===== config.mk =====
export PLATFORM = sky130hd
export DESIGN_NAME = serial_comp_ctrl_flat
export DESIGN_NICKNAME = d
export VERILOG_FILES = /design/src/rtl/serial_comp_ctrl_pkg.sv /design/src/rtl/serial_comp_ctrl_if.sv /design/src/rtl/serial_comp_ctrl_bit_comp.sv /design/src/rtl/serial_comp_ctrl.sv /design/src/flat_wrapper.sv
export SDC_FILE = /design/constraint.sdc
export NUM_CORES = 1
export LEC_CHECK = 0
export CAP_MARGIN = 20
export CORE_ASPECT_RATIO = 1.4
export CORE_UTILIZATION = 35
export DETAILED_ROUTE_END_ITERATION = 12
export SKIP_CTS_REPAIR_TIMING = 1
export SYNTH_ARGS = -nofsm -noshare
export SYNTH_HDL_FRONTEND = slang
export SYNTH_SLANG_ARGS = --single-unit

===== constraint.sdc =====
create_clock -name clk -period 2.5 [get_ports clk]
set_input_delay 0.25 -clock clk [delete_from_list [all_inputs] [get_ports clk]]
set_output_delay 0.25 -clock clk [all_outputs]
set_load 0.005 [all_outputs]

===== src/rtl/serial_comp_ctrl_pkg.sv =====
// rtl/serial_comp_ctrl_pkg.sv - shared types and constants for the serial comparator
package cmp_pkg;

    typedef enum logic [1:0] {
        IDLE = 2'd0,
        RUN  = 2'd1,
        DONE = 2'd2
    } state_t;

    // one-hot result encoding, ordered {eq, gt, lt}
    localparam logic [2:0] RES_EQ = 3'b100;
    localparam logic [2:0] RES_GT = 3'b010;
    localparam logic [2:0] RES_LT = 3'b001;

endpackage


===== src/rtl/serial_comp_ctrl_if.sv =====
// rtl/serial_comp_ctrl_if.sv - start/result handshake bundle for serial_comp_ctrl
interface serial_comp_ctrl_if #(
    parameter int WIDTH = 8
);
    localparam int CW = $clog2(WIDTH + 1);

    logic             start_valid;
    logic             start_ready;
    logic [WIDTH-1:0] a_in;
    logic [WIDTH-1:0] b_in;
    logic             res_valid;
    logic             res_ready;
    logic             eq;
    logic             gt;
    logic             lt;
    logic [CW-1:0]    nbits;
    logic             busy;

    modport master (
        output start_valid, a_in, b_in, res_ready,
        input  start_ready, res_valid, eq, gt, lt, nbits, busy
    );

    modport slave (
        input  start_valid, a_in, b_in, res_ready,
        output start_ready, res_valid, eq, gt, lt, nbits, busy
    );

endinterface


===== src/rtl/serial_comp_ctrl_bit_comp.sv =====
// rtl/serial_comp_ctrl_bit_comp.sv - combinational one-bit eq/gt/lt comparator
module bit_comp (
    input  logic a,
    input  logic b,
    output logic eq,
    output logic gt,
    output logic lt
);

    // exactly one output is high for any input pair
    always_comb begin
        eq = (a == b);
        gt = a & ~b;
        lt = ~a & b;
    end

endmodule


===== src/rtl/serial_comp_ctrl.sv =====
// rtl/serial_comp_ctrl.sv - MSB-first bit-serial magnitude comparison controller
module serial_comp_ctrl
    import cmp_pkg::*;
#(
    parameter int WIDTH = 8
) (
    input  logic               clk,
    input  logic               rst_n,
    serial_comp_ctrl_if.slave  bus
);

    localparam int CW = $clog2(WIDTH + 1);
    localparam int IW = $clog2(WIDTH);

    state_t           state_q, state_d;
    logic [WIDTH-1:0] a_q, a_d;
    logic [WIDTH-1:0] b_q, b_d;
    logic [IW-1:0]    idx_q, idx_d;
    logic [2:0]       flags_q, flags_d;
    logic [CW-1:0]    nbits_q, nbits_d;
    logic             res_valid_q, res_valid_d;
    logic             busy_q, busy_d;

    logic bc_eq, bc_gt, bc_lt;

    // the single shared comparator always looks at the current bit position
    bit_comp u_bit_comp (
        .a  (a_q[idx_q]),
        .b  (b_q[idx_q]),
        .eq (bc_eq),
        .gt (bc_gt),
        .lt (bc_lt)
    );

    // next-state and next-output decode; outputs are precomputed so they come straight from flops
    always_comb begin
        state_d     = state_q;
        a_d         = a_q;
        b_d         = b_q;
        idx_d       = idx_q;
        flags_d     = flags_q;
        nbits_d     = nbits_q;
        res_valid_d = res_valid_q;
        busy_d      = busy_q;

        case (state_q)
            IDLE: begin
                if (bus.start_valid) begin
                    a_d     = bus.a_in;
                    b_d     = bus.b_in;
                    idx_d   = IW'(WIDTH - 1);
                    flags_d = 3'b000;
                    nbits_d = '0;
                    busy_d  = 1'b1;
                    state_d = RUN;
                end
            end
            RUN: begin
                nbits_d = nbits_q + CW'(1);
                if (!bc_eq) begin
                    // bc_lt is implied when the bits differ and a is not the higher one
                    flags_d     = bc_gt ? RES_GT : (bc_lt ? RES_LT : 3'b000);
                    busy_d      = 1'b0;
                    res_valid_d = 1'b1;
                    state_d     = DONE;
                end else if (idx_q == '0) begin
                    flags_d     = RES_EQ;
                    busy_d      = 1'b0;
                    res_valid_d = 1'b1;
                    state_d     = DONE;
                end else begin
                    idx_d = idx_q - IW'(1);
                end
            end
            DONE: begin
                // flags and nbits are left untouched until the next accept
                if (bus.res_ready) begin
                    res_valid_d = 1'b0;
                    state_d     = IDLE;
                end
            end
            default: begin
                res_valid_d = 1'b0;
                busy_d      = 1'b0;
                state_d     = IDLE;
            end
        endcase
    end

    // state register with synchronous active-low reset taking priority over handshakes
    always_ff @(posedge clk) begin
        if (!rst_n) begin
            state_q     <= IDLE;
            a_q         <= '0;
            b_q         <= '0;
            idx_q       <= '0;
            flags_q     <= 3'b000;
            nbits_q     <= '0;
            res_valid_q <= 1'b0;
            busy_q      <= 1'b0;
        end else begin
            state_q     <= state_d;
            a_q         <= a_d;
            b_q         <= b_d;
            idx_q       <= idx_d;
            flags_q     <= flags_d;
            nbits_q     <= nbits_d;
            res_valid_q <= res_valid_d;
            busy_q      <= busy_d;
        end
    end

    assign bus.start_ready = (state_q == IDLE);
    assign bus.res_valid   = res_valid_q;
    assign bus.busy        = busy_q;
    assign bus.eq          = flags_q[2];
    assign bus.gt          = flags_q[1];
    assign bus.lt          = flags_q[0];
    assign bus.nbits       = nbits_q;

endmodule


===== src/flat_wrapper.sv =====
// flat-port wrapper written by rule: the top's interface ports become plain ports
module serial_comp_ctrl_flat import cmp_pkg::*;
#(
    parameter int WIDTH = 8
)
  (clk, rst_n, bus_start_valid, bus_a_in, bus_b_in, bus_res_ready, bus_start_ready, bus_res_valid, bus_eq, bus_gt, bus_lt, bus_nbits, bus_busy);
  serial_comp_ctrl_if #(.WIDTH(WIDTH)) bus_i ();
  input  logic clk;
  input  logic rst_n;
  input wire logic [$bits(bus_i.start_valid)-1:0] bus_start_valid;
  input wire logic [$bits(bus_i.a_in)-1:0] bus_a_in;
  input wire logic [$bits(bus_i.b_in)-1:0] bus_b_in;
  input wire logic [$bits(bus_i.res_ready)-1:0] bus_res_ready;
  output wire logic [$bits(bus_i.start_ready)-1:0] bus_start_ready;
  output wire logic [$bits(bus_i.res_valid)-1:0] bus_res_valid;
  output wire logic [$bits(bus_i.eq)-1:0] bus_eq;
  output wire logic [$bits(bus_i.gt)-1:0] bus_gt;
  output wire logic [$bits(bus_i.lt)-1:0] bus_lt;
  output wire logic [$bits(bus_i.nbits)-1:0] bus_nbits;
  output wire logic [$bits(bus_i.busy)-1:0] bus_busy;
  assign bus_i.start_valid = bus_start_valid;
  assign bus_i.a_in = bus_a_in;
  assign bus_i.b_in = bus_b_in;
  assign bus_i.res_ready = bus_res_ready;
  assign bus_start_ready = bus_i.start_ready;
  assign bus_res_valid = bus_i.res_valid;
  assign bus_eq = bus_i.eq;
  assign bus_gt = bus_i.gt;
  assign bus_lt = bus_i.lt;
  assign bus_nbits = bus_i.nbits;
  assign bus_busy = bus_i.busy;
  serial_comp_ctrl #(.WIDTH(WIDTH)) u_core (.clk(clk), .rst_n(rst_n), .bus(bus_i));
endmodule

### Yosys cells after proc, flatten, opt, wreduce, memory -nomap -nowiden

Cells that the tools add are included.

* register bits: 30
* output and inout port bits: 10
* bits of input ports: 20
* word-level logic and storage cells: 64

* add/subtract/negate cells: 2
* eq/ne operators: 8
* reductions and logical operators: 10
* muxes and demuxes: 29
* bitwise gates (word level): 6
* order comparisons: 1

Operator list (number)
* two-way mux 3 bit: 7
* one-hot mux 3 bit (2 select lines): 2
* AND reduction 3 bit: 4
* two-way mux 1 bit: 9
* two-way mux 2 bit: 4
* one-hot mux 4 bit (2 select lines): 1
* binary-select mux 1 bit (select 3 bit): 2
* inequality test 2 bit, second input constant: 3
* one-hot mux 1 bit (3 select lines): 2
* one-hot mux 2 bit (3 select lines): 1
* adder 4 x 1 -> 4 bit, second input constant: 1
* < comparator 3 x 4 -> 1 bit, second input constant: 1
* two-way mux 4 bit: 1
* inverter 1 bit: 4
* AND reduction 2 bit: 2
* AND reduction 4 bit: 1
* logical NOT 3 bit: 1
* inequality test 3 bit, second input constant: 1
* subtractor 3 x 1 -> 3 bit, second input constant: 1
* AND 1 bit: 2
* equality test 2 x 1 -> 1 bit, second input constant: 1
* equality test 2 bit, second input constant: 1
* logical NOT 2 bit: 1
* inequality test 2 x 1 -> 1 bit, second input constant: 1
* 2 further kinds: 2

### Logic depth before layout (Yosys ltp)

Gate-level depths: netlist (run 1).

* depth in word-level cells: 8
* mapped depth: 9
* depth with buffers taken out: 7

### Cells and area by module

A second synthesis (run 1) with hierarchy kept.

* cells, all modules: 139
* area total of the unflattened synthesis: 1405.1 um^2

By module, submodules not included
* serial_comp_ctrl: area each 1372.6 um^2, instances 1, seq. area each 600.6 um^2, cells an instance 135
* bit_comp: area each 32.5 um^2, instances 1, seq. area each 0.0 um^2, cells an instance 4

### Worst setup path after synthesis (run 1)

Ideal clock, no wire load.

* kind: register -> register
* from: register u_core.idx_q[1]
* to: register u_core.flags_q[0]
* required time: 2.376 ns
* setup slack: 0.449 ns
* library setup time: 0.124 ns
* stages on the path, launching flop included: 9
* buffers on the path: 2
* clock period less this slack: 2.051 ns
* arrival: 1.927 ns
* cells stage by stage: dfxtp_1 > buf_2 > mux4_2 > nand2_1 > and2_1 > ha_1 > clkbuf_1 > a31oi_1 > o2bb2ai_1

* word-level cells in the longest chain between the ends: 8
* elaborated cells between the ends (all ways): 16
* classes of those cells: eq/ne (2); mux (8); bitwise (4); reduce/logical (2)

Ends and longest elaborated chain
* start, declared: line serial_comp_ctrl.sv:18 `logic [IW-1:0] idx_q, idx_d;`
* start signal, assigned: line serial_comp_ctrl.sv:105 `idx_q <= idx_d;`
* binary-select mux 1 bit (select 3 bit): line serial_comp_ctrl.sv:28 `.a (a_q[idx_q]),`
* two-way mux 1 bit (not written as such): line serial_comp_ctrl.sv:28
* inverter 1 bit: line serial_comp_ctrl_bit_comp.sv:14 `lt = ~a & b;`
* AND 1 bit: line serial_comp_ctrl_bit_comp.sv:14
* two-way mux 1 bit: line serial_comp_ctrl.sv:62 `flags_d = bc_gt ? RES_GT : (bc_lt ? RES_LT : 3'b000);`
* two-way mux 3 bit: line serial_comp_ctrl.sv:62
* two-way mux 3 bit: line serial_comp_ctrl.sv:60 `if (!bc_eq) begin`
* one-hot mux 3 bit (2 select lines): line serial_comp_ctrl.sv:46 `case (state_q)`
* end signal, assigned: line serial_comp_ctrl.sv:106 `flags_q <= flags_d;`
* end, declared: line serial_comp_ctrl.sv:19 `logic [2:0] flags_q, flags_d;`

Parallel ways exist; a longest one is shown, timed or not. The select of a mux whose other input is x is not followed.
A chain may end at the register's enable or synchronous reset.

### Worst setup path after layout (run 1)

* from: register u_core.idx_q[1]
* to: register u_core.idx_q[2]

* word-level cells in the longest chain between the ends: 5
* elaborated cells between the ends (all ways): 13
* classes of those cells: add/sub (1); eq/ne (3); mux (7); reduce/logical (2)

Ends and longest elaborated chain
* binary-select mux 1 bit (select 3 bit), on equally long branches: line serial_comp_ctrl.sv:28, serial_comp_ctrl.sv:29
* two-way mux 1 bit, on equally long branches: line serial_comp_ctrl.sv:28, serial_comp_ctrl.sv:29
* equality test 1 bit: line serial_comp_ctrl_bit_comp.sv:12 `eq = (a == b);`
* inequality test 2 x 1 -> 1 bit (no source line)
* AND reduction 4 bit (no source line)

Parallel ways exist; a longest one is shown, timed or not. The select of a mux whose other input is x is not followed.

==> results.json, run 1 <==
{
  "status": "finished clean",
  "ioPinCount": 30,
  "clockPowerShare_pct": 30.1,
  "routed.top_layer": "met4",
  "leakagePower_nw": 0.660,
  "num_vias": 1217,
  "layout_commonest_cell": "nand2_1",
  "dpl.hpwl_um": 2190,
  "drcViolationCount": 0,
  "drt-met1-wl_um": 1250,
  "multiInputGateArea_um2": 736,
  "fin_crit_ns": 2.24,
  "rsz0062_at_grt": "no",
  "avgSynthCellArea_um2": 8.83,
  "clock-sinks": 30,
  "gr-usage-all-layers_pct": 14.5,
  "finalMaxSlewViolations": 0,
  "layout-drive-gt1-share_pct": 8.99,
  "synthDistinctLibCells": 34,
  "numCtsBuffers": 5,
  "final_cell_mix": "nand2_1 (43), dfxtp_1 (30), clkdlybuf4s50_1 (29)",
  "power.density_nw_per_um2": 731,
  "ant_nets": 0,
  "grt_pass1_vias": 1115,
  "grt_max_degree": 20,
  "port_buffers": 29,
  "post-route-period-util_pct": 89.5,
  "cts-root-buf": "clkbuf_8",
  "finalNetCount": 213,
  "htree_levels": 2,
  "p_int_mw": 0.919,
  "power_frac_comb_pct": 25.1,
  "num_rows": 27,
  "routed_wl_um": 2940,
  "detail_route.wl_per_cell_um": 12.7,
  "fillers": 373,
  "dr.pass1.iters": 4,
  "cp.required_ns": 2.68,
  "wl_met2_um": 1490,
  "gr-total-overflow": 0,
  "die-area_um2": 4320,
  "insertion_delay_ns": 0.29,
  "p_seq_share_pct": 44.8,
  "die_y_um": 77.4,
  "fmax_mhz": 447,
  "synthArstFlopShare_pct": 0,
  "area_growth_pct": 26.8,
  "maxSlewHeadroom_pct": 65.3,
  "start_util_pct": 36.3,
  "cp_max_fo": 11,
  "switchingPower_mw": 0.397,
  "cts_buffer_depth": 2,
  "arrival_ns": 2.42,
  "switching_share_pct": 30.2,
  "path_class": "reg -> reg",
  "yosysWarnings": 0,
  "crit_path_end_kind": "flop",
  "peakVddDrop_mv": 0.400,
  "cap_violations": 0,
  "ys_seq_area_share_pct": 42.3,
  "hold_path.class": "reg -> reg",
  "syn_nets": 186,
  "cts_tree": "built",
  "worst_slew_pin_slew_ns": 0.520,
  "fin_setup_tns_ns": 0,
  "dieWidth_um": 55.9,
  "synth_edf_count": 0,
  "startpoint_type": "flop",
  "clkTransAtPathRegs_ns": 0.06,
  "setup_viol": 0,
  "antenna_found_initial": 0,
  "core_um2": 3920,
  "dp_cells": 224,
  "grt_pass1_wl_um": 4930,
  "regArea_um2": 601,
  "syn-instance-count": 161,
  "synth_ff_type": "dfxtp_1",
  "synth_seq_cells": 30,
  "drt_first_iter_violations": 29,
  "fin_cells": 232,
  "met3_length_um": 121,
  "via_per_inst": 5.25,
  "fin_skew_ns": 0.00699,
  "finalHoldViolations": 0,
  "diodes": 0,
  "power.total_mw": 1.32,
  "syn_area_um2": 1420,
  "gp_congestion": 0.852
}
per-layer routing:
layer	up-vias	GRT usage, %
li1	615	-
met1	570	17.7
met2	25	22.9
met3	7	5.00
met4	0	6.83
met5	-	0
Yosys cell counts, types with 2 or more instances:
cell type | number | area share, %
a211oi_1 | 3 | 1.6
a21oi_1 | 19 | 6.7
a311oi_1 | 3 | 1.8
a31oi_1 | 3 | 1.3
and2_1 | 2 | 0.88
buf_2 | 5 | 1.8
buf_6 | 3 | 2.4
clkbuf_1 | 3 | 0.79
dfxtp_1 | 30 | 42
ha_1 | 5 | 4.4
inv_1 | 4 | 1.1
mux4_2 | 4 | 6.3
nand2_1 | 43 | 11
nand3_1 | 2 | 0.70
nor2_1 | 3 | 0.79
nor2b_1 | 4 | 1.8
nor3_1 | 2 | 0.70
o21ai_0 | 4 | 1.4
o21bai_1 | 2 | 1.1
o2bb2ai_1 | 3 | 1.8
flip-flops by register name, indices dropped and copies added (netlist names):
name / cells
u_core.bus.res_valid: 1
u_core.state_q: 2
u_core.bus.nbits: 4
u_core.idx_q: 3
u_core.a_q: 8
u_core.bus.busy: 1
u_core.flags_q: 3
u_core.b_q: 8
stage by stage:
stage,area [µm²],hold slack [ns],utilization [%],setup WS [ns]
global placement,1710,0.440,43.6,0.308
CTS,1800,0.457,46.0,0.231
global route,1800,0.478,46.0,0.0581
detailed placement,1710,0.449,43.6,0.247
finish,1800,0.454,46.0,0.264
floorplan,1420,0.368,-,0.449
kinds of logic after synthesis:
group                      after synthesis  synth area share (%)
and+or+nand+nor                         65                  22.0
AOI/OAI and AO/OA                       41                  18.3
DFF                                     30                  42.3
buffers and inverters                   15                  5.99
muxes                                    5                  7.04
adders and majority gates                5                  4.40
critical path, cell delays in order (launching register included):
cell      delay (ns)
dfxtp_1         0.51
mux4_2          0.55
nand2_1         0.09
and2_1          0.13
ha_1            0.35
nand4b_1        0.14
o21ai_0         0.08
a211oi_1        0.29
final timing paths:
| kind | from | to | slack (ns) | cells after the start |
|---|---|---|---|---|
| worst max-delay path | u_core.idx_q[1]$_SDFFE_PN0P_ | u_core.idx_q[2]$_SDFFE_PN0P_ | 0.26 | 7 |
| worst min-delay path | u_core.b_q[0]$_SDFFE_PN0P_ | u_core.b_q[0]$_SDFFE_PN0P_ | 0.45 | 2 |
| worst max register to register | u_core.idx_q[1]$_SDFFE_PN0P_ | u_core.idx_q[2]$_SDFFE_PN0P_ | 0.26 | 7 |
| worst min register to register | u_core.b_q[0]$_SDFFE_PN0P_ | u_core.b_q[0]$_SDFFE_PN0P_ | 0.45 | 2 |
area by class of cell:
cell class                      instances  area share, %
Clock buffer                            7           4.79
Timing Repair Buffer                   31           16.9
Inverter                                4          0.833
Sequential cell                        30           33.3
Tap cell                               43           2.99
Multi-Input combinational cell        116           40.8
Clock inverter                          1          0.278
power by group through the flow:
stage	sequential (mW)	clock [mW]	combinational [mW]
3_5_place_dp	0.601	0	0.331
6_report	0.589	0.396	0.331
4_1_cts	0.590	0.402	0.333
5_1_grt	0.599	0.432	0.367
3_3_place_gp	0.599	0	0.322
2_1_floorplan	0.564	0	0.271
No activity file was read; power rests on OpenSTA's default activity.
==> run 2, diff against run 1 <==
- clock period: 2.5 -> 2.88 ns (I/O delays scaled with it)
==> run 2 against run 1 <==
  * Clock power about the same
  * Largest power group unchanged
  * Clock skew decreased by 0.0023 ns
  * Sequential cell count unchanged
  * Die area unchanged
==> results.json, run 2 (same netlist as run 1, synthesis figures left out) <==
{
  "status": "finished clean",
  "holdCritStartpoint": "u_core.b_q[1]$_SDFFE_PN0P_",
  "layout-drive-gt1-share_pct": 9.04,
  "finalNetCount": 212,
  "cts_buffer_depth": 2,
  "grt_pass1_wl_um": 5170,
  "worst_slack_ns": 0.653,
  "insertion_delay_ns": 0.28,
  "hold_path.class": "reg -> reg",
  "path_class": "reg -> reg",
  "cp_max_fo": 11,
  "routed_wl_um": 3070,
  "die-area_um2": 4320,
  "finalMaxSlewViolations": 0,
  "fin_cells": 231,
  "cp.required_ns": 3.09,
  "multiInputGateArea_um2": 736,
  "cts-root-buf": "clkbuf_8",
  "setup_viol": 0,
  "drcViolationCount": 0,
  "startpoint_type": "flop",
  "ant_nets": 0,
  "dp_cells": 223,
  "antenna_found_initial": 0,
  "regArea_um2": 601,
  "numCtsBuffers": 5,
  "htree_levels": 2,
  "fillers": 389,
  "detail_route.wl_per_cell_um": 13.3,
  "grt_max_degree": 20,
  "leakagePower_nw": 0.664,
  "arrival_ns": 2.44,
  "cts_tree": "built",
  "fmax_mhz": 449,
  "ioPinCount": 30,
  "rsz0062_at_grt": "no",
  "final_cell_mix": "nand2_1 (43), dfxtp_1 (30), clkdlybuf4s50_1 (29)",
  "worst_slew_pin_slew_ns": 0.706,
  "num_rows": 27,
  "gp_congestion": 0.862,
  "diodes": 0,
  "finalHoldViolations": 0,
  "gr-total-overflow": 0,
  "final_core_util_pct": 46.3,
  "place_ws_ns": 0.665,
  "num_vias": 1233,
  "peakVddDrop_mv": 0.373,
  "port_buffers": 29,
  "maxSlewHeadroom_pct": 52.9,
  "layout_commonest_cell": "nand2_1",
  "via_per_inst": 5.34,
  "start_util_pct": 36.3,
  "clkTransAtPathRegs_ns": 0.06,
  "dpl.hpwl_um": 2250,
  "fin_setup_tns_ns": 0,
  "fin_crit_ns": 2.23,
  "core_um2": 3920,
  "drt_first_iter_violations": 15,
  "post-route-period-util_pct": 77.3,
  "clock-sinks": 30,
  "cap_violations": 0,
  "dpl_cell_area_um2": 1700,
  "fin_skew_ns": 0.00464,
  "r2r_start": "u_core.idx_q[1]$_SDFFE_PN0P_",
  "startpoint": "u_core.idx_q[1]$_SDFFE_PN0P_",
  "grt_pass1_vias": 1190,
  "crit_path_end_kind": "flop",
  "area_growth_pct": 27.6,
  "dieWidth_um": 55.9,
  "power.density_nw_per_um2": 659,
  "die_y_um": 77.4,
  "final_area_um2": 1810,
  "dr.pass1.iters": 4,
  "gr-usage-all-layers_pct": 15.3
}
## run 2: changes by cell type in the layout (fill, tap and decap cells not counted)
cell / delta
clkbuf_8: +2
buf_4: -1
clkbuf_1: -1
clkinv_2: -1
## run 2: layout make-up
class | count | area share (%)
Multi-Input combinational cell | 116 | 40.6
Sequential cell | 30 | 33.1
Timing Repair Buffer | 30 | 16.4
Clock buffer | 8 | 6.07
Tap cell | 43 | 2.97
Inverter | 4 | 0.828
## run 2: layer usage
layer	track usage, %	vias to the layer above	routed length [µm]
met5	0	-	0
met4	9.51	0	63
met3	5.50	5	136
met2	24.7	26	1540
met1	17.1	589	1330
li1	-	613	-
## run 2: worst paths after layout
path	endpoint	slack, ns	cells past startpoint
worst min-delay path	u_core.b_q[1]$_SDFFE_PN0P_	0.45	2
worst min register to register	u_core.b_q[1]$_SDFFE_PN0P_	0.45	2
worst max-delay path	u_core.flags_q[0]$_SDFFE_PN0P_	0.65	6
worst max register to register	u_core.flags_q[0]$_SDFFE_PN0P_	0.65	6
## run 2: metrics by stage
| stage | power, mW | hold WS (ns) |
|---|---|---|
| 4_1_cts | 1.21 | 0.457 |
| 2_1_floorplan | 0.725 | 0.406 |
| 3_3_place_gp | 0.794 | 0.439 |
| 6_report | 1.20 | 0.454 |
| 3_5_place_dp | 0.807 | 0.448 |
| 5_1_grt | 1.27 | 0.473 |
## run 2: power by group
| part | internal [mW] | switching, mW | total (mW) |
|---|---|---|---|
| Sequential | 0.459 | 0.0527 | 0.512 |
| Combinational | 0.144 | 0.142 | 0.285 |
| Clock | 0.241 | 0.157 | 0.398 |
## run 2: worst max-delay path, stage by stage (launching register included)
cell and delay [ns]:
dfxtp_1 0.52, mux4_2 0.56, nand2_1 0.10, nand2_1 0.06, ha_1 0.42, a211oi_2 0.35, o2bb2ai_1 0.16
==> run 3, diff against run 2 <==
- clock period: 2.88 -> 2.15 ns (I/O delays scaled with it)
==> run 3 against run 2 <==
  * Worst setup slack worse by 0.54 ns
  * Wire length stayed put
  * Sequential share of layout area is 0.41 points lower
  * Final cell count is 1.3% higher
  * Clock skew is 0.0011 ns higher
  * Via count is 0.73% lower
  * Sequential power is 33% higher
  * Clock power is 14% higher
  * Non-clock buffer count is 3 higher
  * Critical path type unchanged
  * Largest power group unchanged
==> results.json, run 3 (same netlist as run 1, synthesis figures left out) <==
{
  "numCtsBuffers": 5,
  "finalMaxSlewViolations": 0,
  "cap_violations": 0,
  "num_rows": 27,
  "routed.top_layer": "met4",
  "arrival_ns": 2.24,
  "dr.pass1.iters": 4,
  "path_class": "reg -> reg",
  "diodes": 0,
  "antenna_found_initial": 0,
  "worst_slew_pin_slew_ns": 0.518,
  "finalNetCount": 215,
  "area_growth_pct": 29.1,
  "fin_skew_ns": 0.00577,
  "htree_levels": 2,
  "dieWidth_um": 55.9,
  "clkTransAtPathRegs_ns": 0.06,
  "die_y_um": 77.4,
  "worst_slack_ns": 0.108,
  "gp_congestion": 0.844,
  "power.density_nw_per_um2": 850,
  "layout-drive-gt1-share_pct": 11.0,
  "final_cell_mix": "nand2_1 (43), dfxtp_1 (30), clkdlybuf4s50_1 (29)",
  "ioPinCount": 30,
  "fin_setup_tns_ns": 0,
  "routed_wl_um": 3070,
  "power.total_mw": 1.56,
  "startpoint_type": "flop",
  "via_per_inst": 5.23,
  "fin_cells": 234,
  "fillers": 397,
  "gr-usage-all-layers_pct": 15.7,
  "cp_max_fo": 11,
  "maxSlewHeadroom_pct": 65.4,
  "ant_nets": 0,
  "wl_met2_um": 1570,
  "core_um2": 3920,
  "post-route-period-util_pct": 95.0,
  "layout_commonest_cell": "nand2_1",
  "multiInputGateArea_um2": 754,
  "dp_cells": 226,
  "met3_length_um": 106,
  "drt-met1-wl_um": 1310,
  "cts_tree": "built",
  "finalHoldViolations": 0,
  "peakVddDrop_mv": 0.635,
  "grt_pass1_vias": 1218,
  "dpl.hpwl_um": 2340,
  "fmax_mhz": 490,
  "grt_max_degree": 20,
  "setup_viol": 0,
  "num_vias": 1224,
  "regArea_um2": 601,
  "status": "finished clean",
  "insertion_delay_ns": 0.28,
  "clock-sinks": 30,
  "hold_path.class": "reg -> reg",
  "cts_buffer_depth": 2,
  "detail_route.wl_per_cell_um": 13.1,
  "die-area_um2": 4320,
  "hold_slack_ns": 0.450,
  "gr-total-overflow": 0,
  "port_buffers": 29,
  "cp.required_ns": 2.35,
  "cts-root-buf": "clkbuf_8",
  "fin_crit_ns": 2.04,
  "drcViolationCount": 0,
  "rsz0062_at_grt": "no",
  "start_util_pct": 36.3,
  "grt_pass1_wl_um": 5380,
  "crit_path_end_kind": "flop",
  "place_ws_ns": 0.0312,
  "leakagePower_nw": 0.671,
  "drt_first_iter_violations": 28
}
run 3: changes by cell type in the layout (fill, tap and decap cells not counted):
| cell | change |
|---|---|
| a31oi_1 | -1 |
| a31oi_2 | +1 |
| buf_4 | +3 |
| clkbuf_1 | +1 |
| clkbuf_8 | -2 |
| clkinv_2 | +1 |
| ha_1 | -1 |
| ha_4 | +1 |
run 3: layout make-up:
cell class | instances | area share, %
multi-input combinational | 116 | 41.1
timing repair buffer | 33 | 17.5
clock buffer | 7 | 4.70
inverter | 4 | 0.818
sequential | 30 | 32.7
tap | 43 | 2.93
clock inverter | 1 | 0.273
run 3: critical path, stage by stage, from the launching register on:
cell       delay [ns]
dfxtp_1          0.34
buf_4            0.14
mux4_2           0.50
nand2_1          0.10
and2_1           0.17
ha_4             0.25
a211oi_2         0.31
o2bb2ai_1        0.16
run 3: report_power, final:
part,internal [mW],switching (mW)
logic,0.221,0.208
registers,0.616,0.0634
clock network,0.257,0.196
total,1.09,0.467
run 3: metrics by stage:
stage	cell area, µm²	util, %
6_report	1840	46.8
5_1_grt	1840	46.8
4_1_cts	1820	46.4
3_5_place_dp	1730	44.0
3_3_place_gp	1730	44.0
2_1_floorplan	1420	-
run 3: path summary, 6_finish.rpt:
kind	slack, ns	end	startpoint	depth (start not counted)
worst min-delay path	0.45	u_core.flags_q[2]$_SDFFE_PN0P_	u_core.flags_q[2]$_SDFFE_PN0P_	2
worst min register to register	0.45	u_core.flags_q[2]$_SDFFE_PN0P_	u_core.flags_q[2]$_SDFFE_PN0P_	2
worst max register to register	0.11	u_core.flags_q[1]$_SDFFE_PN0P_	u_core.idx_q[1]$_SDFFE_PN0P_	7
worst max-delay path	0.11	u_core.flags_q[1]$_SDFFE_PN0P_	u_core.idx_q[1]$_SDFFE_PN0P_	7
run 3: per-layer routing:
layer | vias up | GRT usage (%)
li1 | 621 | -
met1 | 570 | 17.7
met2 | 24 | 27.1
met3 | 9 | 4.33
met4 | 0 | 7.80
met5 | - | 0
==> patch 1, RTL diff (flow settings as in run 3) <==
`WIDTH` is set to 8 in 3 places; all go to 16.
--- a/src/rtl/serial_comp_ctrl_if.sv
+++ b/src/rtl/serial_comp_ctrl_if.sv
@@ -1,6 +1,6 @@
 // rtl/serial_comp_ctrl_if.sv - start/result handshake bundle for serial_comp_ctrl
 interface serial_comp_ctrl_if #(
-    parameter int WIDTH = 8
+    parameter int WIDTH = 16
 );
     localparam int CW = $clog2(WIDTH + 1);
 
--- a/src/rtl/serial_comp_ctrl.sv
+++ b/src/rtl/serial_comp_ctrl.sv
@@ -2,7 +2,7 @@
 module serial_comp_ctrl
     import cmp_pkg::*;
 #(
-    parameter int WIDTH = 8
+    parameter int WIDTH = 16
 ) (
     input  logic               clk,
     input  logic               rst_n,
--- a/src/flat_wrapper.sv
+++ b/src/flat_wrapper.sv
@@ -1,7 +1,7 @@
 // flat-port wrapper written by rule: the top's interface ports become plain ports
 module serial_comp_ctrl_flat import cmp_pkg::*;
 #(
-    parameter int WIDTH = 8
+    parameter int WIDTH = 16
 )
   (clk, rst_n, bus_start_valid, bus_a_in, bus_b_in, bus_res_ready, bus_start_ready, bus_res_valid, bus_eq, bus_gt, bus_lt, bus_nbits, bus_busy);
   serial_comp_ctrl_if #(.WIDTH(WIDTH)) bus_i ();
Interface: changed (resized bus_a_in, bus_b_in and bus_nbits); port bits go from 30 to 47. No check against the original RTL was run, so the function may have changed too.
==> patch 1 against run 3 <==
- the run now ends with negative setup slack left
- power grew 52%
- design area grew 66%
- synthesized cell count grew 55%
- setup slack got worse by 0.60 ns
- wire length is 55% higher
- area after synthesis up 60%
- sequential cell count increased by 18
- sequential power increased by 55%
- critical endpoint is now u_core.idx_q[0]
- largest power group unchanged
- highest routed layer unchanged
==> patch 1: results (changes against run 3) <==
met3 GRT Util=3.423% (-0.91 points); average wire per cell in the routed design=12.54 um (-4.3%); clock input transition at the sequential cells of the worst setup and hold paths=0.08 ns (+0.02 ns); routability-driven placement congestion ratio=0.7783 (-7.8%); total negative slack for setup checks=-4.514 ns (-4.514 ns); worst max-slew margin expressed relative to the limit=71.14% (+5.7 points); post-place setup slack=-0.5063 ns (-0.5375 ns); first-pass GRT wire length=8321 um (+55%); routed vias=1,882 (+54%); global router's overall resource usage=15.44% (-0.29 points); top cells by count, synth=nand2_1, dfxtp_1, a21boi_0, a21boi_1, clkbuf_1; DRT iter0 DRCs=100 (+260%); largest vdd supply drop=0.3398 mV (-46%); via count of the first global-routing pass=1,847 (+52%); largest cells by area after synthesis=dfxtp_1, nand2_1, a21boi_0, a21boi_1, mux4_1; total number of nets in the final design=347 (+61%); signal buffers share of area=20.65% (+3.2 points); met1 Use GR=17.61% (-0.072 points); signal arrival time at the worst endpoint=2.85 ns (+0.61 ns); clock network share of area=2.950% (-2.0 points); post-route setup slack=-0.4935 ns (-0.6019 ns); number of non-clock buffers=66 (+100%); cell family with most CP delay=simple AND/OR/NAND/NOR gates; sequential share of the synthesized area=42.36% (+0.11 points); number of multi-input combinational cells in the layout=181 (+56%); leakage power summed over all cells=1.149 nW (+71%); flop and latch count out of synthesis=48 (+60%); Mapped Cells=250 (+55%); path type of the worst min-delay path=input pin to flip-flop; net switching power of the design=0.7025 mW (+50%); maximum number of pins on one net before global-route repair=49 (+150%); count of input and output buffers=46 (+59%); inverters=5 (+1); result of the run=complete, but fails checks; area occupied by multi-input gates=1260 sq um (+67%); amount of wire on met2 after detailed routing=2434 um (+55%); net count after synthesis=290 (+56%); placed cell area=2895 sq um (+68%); distinct cell type count after synthesis=38 (+12%); number of setup violations in the final report=11 (+11); routed metal-1 wire length=2091 um (+60%); violated checks=negative setup slack; die width=70.04 um (+25%)
-- patch 1: power by group through the flow --
stage          clock (mW)  combinational, mW  sequential (mW)
2_1_floorplan           0              0.440             1.05
3_3_place_gp            0              0.714             1.07
3_5_place_dp            0              0.721             1.07
4_1_cts             0.568              0.723             1.05
5_1_grt             0.599              0.855             1.07
6_report            0.547              0.769             1.05
-- patch 1: worst paths after layout --
check / start / end / cells after the start
worst max-delay path: u_core.idx_q[0] / u_core.idx_q[0] / 9
worst min-delay path: bus_b_in[5] / u_core.b_q[5] / 3
worst max register to register: u_core.idx_q[0] / u_core.idx_q[0] / 9
worst min register to register: u_core.b_q[6] / u_core.b_q[6] / 2
-- patch 1: cells by family (layout without fill, tap and decap cells) --
family	Yosys count	count (layout)	synth area share, %
AO/OA/AOI/OAI	63	63	20.96
XOR/XNOR	1	1	0.3862
AND/OR/NAND/NOR	101	101	19.97
buffers and inverters	21	79	4.192
flip-flops	48	48	42.36
adder cells (fa/ha/maj)	4	4	2.206
multiplexers	12	12	9.928
==> patch 2, RTL diff (settings of run 3) <==
Made on the original files. Take the reset off `a_q` and load it in a clocked block of its own.
--- a/src/rtl/serial_comp_ctrl.sv
+++ b/src/rtl/serial_comp_ctrl.sv
@@ -91,7 +91,6 @@
     always_ff @(posedge clk) begin
         if (!rst_n) begin
             state_q     <= IDLE;
-            a_q         <= '0;
             b_q         <= '0;
             idx_q       <= '0;
             flags_q     <= 3'b000;
@@ -100,7 +99,6 @@
             busy_q      <= 1'b0;
         end else begin
             state_q     <= state_d;
-            a_q         <= a_d;
             b_q         <= b_d;
             idx_q       <= idx_d;
             flags_q     <= flags_d;
@@ -108,6 +106,10 @@
             res_valid_q <= res_valid_d;
             busy_q      <= busy_d;
         end
+    end
+
+    always_ff @(posedge clk) begin
+        a_q <= a_d;
     end
 
     assign bus.start_ready = (state_q == IDLE);
Behaviour: no difference found for any inputs over 10 cycles, from zero or initial values and one cycle with rst_n low; that may be too few to reach the edited logic, so the function may still have changed.
==> patch 2 against run 3 <==
- combinational power shrank 11%
- area after synthesis decreased by 4.1%
- design area up 0.68%
- synthesized cell count down 19%
- power down 5.0%
- wire length fell by 11%
- sequential cell count did not move
- setup slack improved by 0.012 ns
- largest power group unchanged
- highest routed layer unchanged
==> patch 2: results (changes against run 3) <==
leakage power summed over all cells=0.6975 nW (+3.9%); number of H-tree levels=2 (unchanged); sequential share of the synthesized area=49.95% (+7.7 points); final WL=2743 um (-11%); top metal layer carrying routed signals=met4; routed metal-1 wire length=1018 um (-22%); Critical Path Max Stage Delay=0.52 ns (+0.02 ns); amount of wire on met2 after detailed routing=1517 um (-3.5%); met3 wire len=116 um (+9.4%); worst max-slew margin expressed relative to the limit=76.67% (+11 points); share of layout cells above drive strength 1=19.64% (+8.6 points); clock input transition at the sequential cells of the worst setup and hold paths=0.06 ns (about the same); routed vias/inst=4.976 (-4.9%); signal arrival time at the worst endpoint=2.20 ns (-0.04 ns); diode count=0 (unchanged); largest vdd supply drop=0.4243 mV (-33%); initial antenna violation count=0 (unchanged); first-pass iteration count of the detailed router=3 (-1); total number of nets in the final design=192 (-11%); via count of the first global-routing pass=1,049 (-14%); result of the run=finished clean; startpoint types=flip-flop; smallest hold slack=0.4545 ns (+0.004182 ns); placed cell area=1707 sq um (-1.1%); cell chosen for the clock root=clkbuf_8; critical-path maximum fanout=5 (-6); FF-to-FF setup slack=0.12 ns; count of flip-flops with a built-in enable after synthesis=8 (+8); count of input and output buffers=29 (unchanged); first-pass GRT wire length=4519 um (-16%); worst clock skew=0.005771 ns (+0.000004350 ns); DRT iter0 DRCs=8 (-71%); commonest register cell after synthesis=dfxtp_1; standard cell with the maximum stage delay on the critical path=mux4_2; startpoint of the worst setup timing path=u_core.idx_q[0]; number of buffers on the longest clock path=2 (unchanged); Worst-Skew Late Latency=0.28 ns (about the same); cell family with most CP delay=multiplexers; largest cells by area after synthesis=dfxtp_1, edfxtp_1, mux4_2, nand2_1, ha_1; distinct cell type count after synthesis=40 (+18%); number of buffers added by the clock tree synthesis step=5 (unchanged); top cells by count, synth=nand2_1, dfxtp_1, a21boi_1, edfxtp_1, inv_1; hold path startpoint=u_core.b_q[4]; net count after synthesis=155 (-17%); routability-driven placement congestion ratio=0.7489 (-11%); maximum number of pins on one net before global-route repair=14 (-30%); warning count from the yosys run=0 (unchanged); path type of the worst min-delay path=flip-flop to flip-flop; global router's overall resource usage=16.08% (+0.35 points); sum of net half-perimeters after detailed placement=2057 um (-12%); fill count=356 (-10%)
[patch 2: cell types whose count changed after synthesis, sizes merged, moves of 3 or more]
cell / delta
dfxtp: -8
o21ai: -3
edfxtp: +8
buf: -3
nand2: -19
a21boi: +9
nor2b: -3
inv: +4
a311oi: -3
a21oi: -14
[patch 2: stage by stage]
stage          util, %  setup WS [ns]  cells
2_1_floorplan        -        0.01414    130
3_3_place_gp     46.43       -0.02348    201
3_5_place_dp     46.43       -0.06496    201
4_1_cts          48.64       -0.07683    209
5_1_grt          50.27       -0.01186    210
6_report         50.27         0.1205    210
[patch 2: cell families (layout without fill, tap and decap cells)]
| kind of cell | Yosys count | after routing | synth area share (%) |
|---|---|---|---|
| simple gates | 45 | 46 | 16.44 |
| flops | 30 | 30 | 49.95 |
| compound gates | 28 | 28 | 14.42 |
| buf+inv | 16 | 53 | 6.519 |
| mux | 6 | 6 | 8.081 |
| fa+ha+maj | 5 | 5 | 4.591 |
[patch 2: per-layer routing]
metal | global-route usage, % | up-vias
li1 | - | 530
met5 | 0 | -
met2 | 27.84 | 25
met1 | 16.17 | 480
met3 | 4.790 | 10
met4 | 10.26 | 0
[patch 2: worst reg2reg max path, stage by stage (launching register included)]
cell and delay [ns]:
dfxtp_2 0.36, buf_4 0.16, mux4_2 0.52, mux2i_4 0.20
ha_4 0.24, and3_2 0.21, o31a_1 0.24
[patch 2: layout make-up]
type,instances,area (sq um),area share [%]
Inverter,8,30.03,1.625
Clock inverter,2,8.758,0.4739
Multi-Input combinational cell,85,651.9,35.27
Clock buffer,6,72.57,3.927
Sequential cell,30,681.9,36.90
Timing Repair Buffer,37,350.3,18.96
Tap cell,42,52.55,2.844
[patch 2: path summary, 6_finish.rpt]
| kind | endpoint | cells past startpoint |
|---|---|---|
| worst max-delay path | u_core.idx_q[2] | 6 |
| worst min-delay path | u_core.b_q[4] | 2 |
| worst max register to register | u_core.idx_q[2] | 6 |
| worst min register to register | u_core.b_q[4] | 2 |
[patch 2: where the power goes]
part	switching (mW)	internal (mW)
logic	0.166	0.214
registers	0.0420	0.635
clock network	0.204	0.222
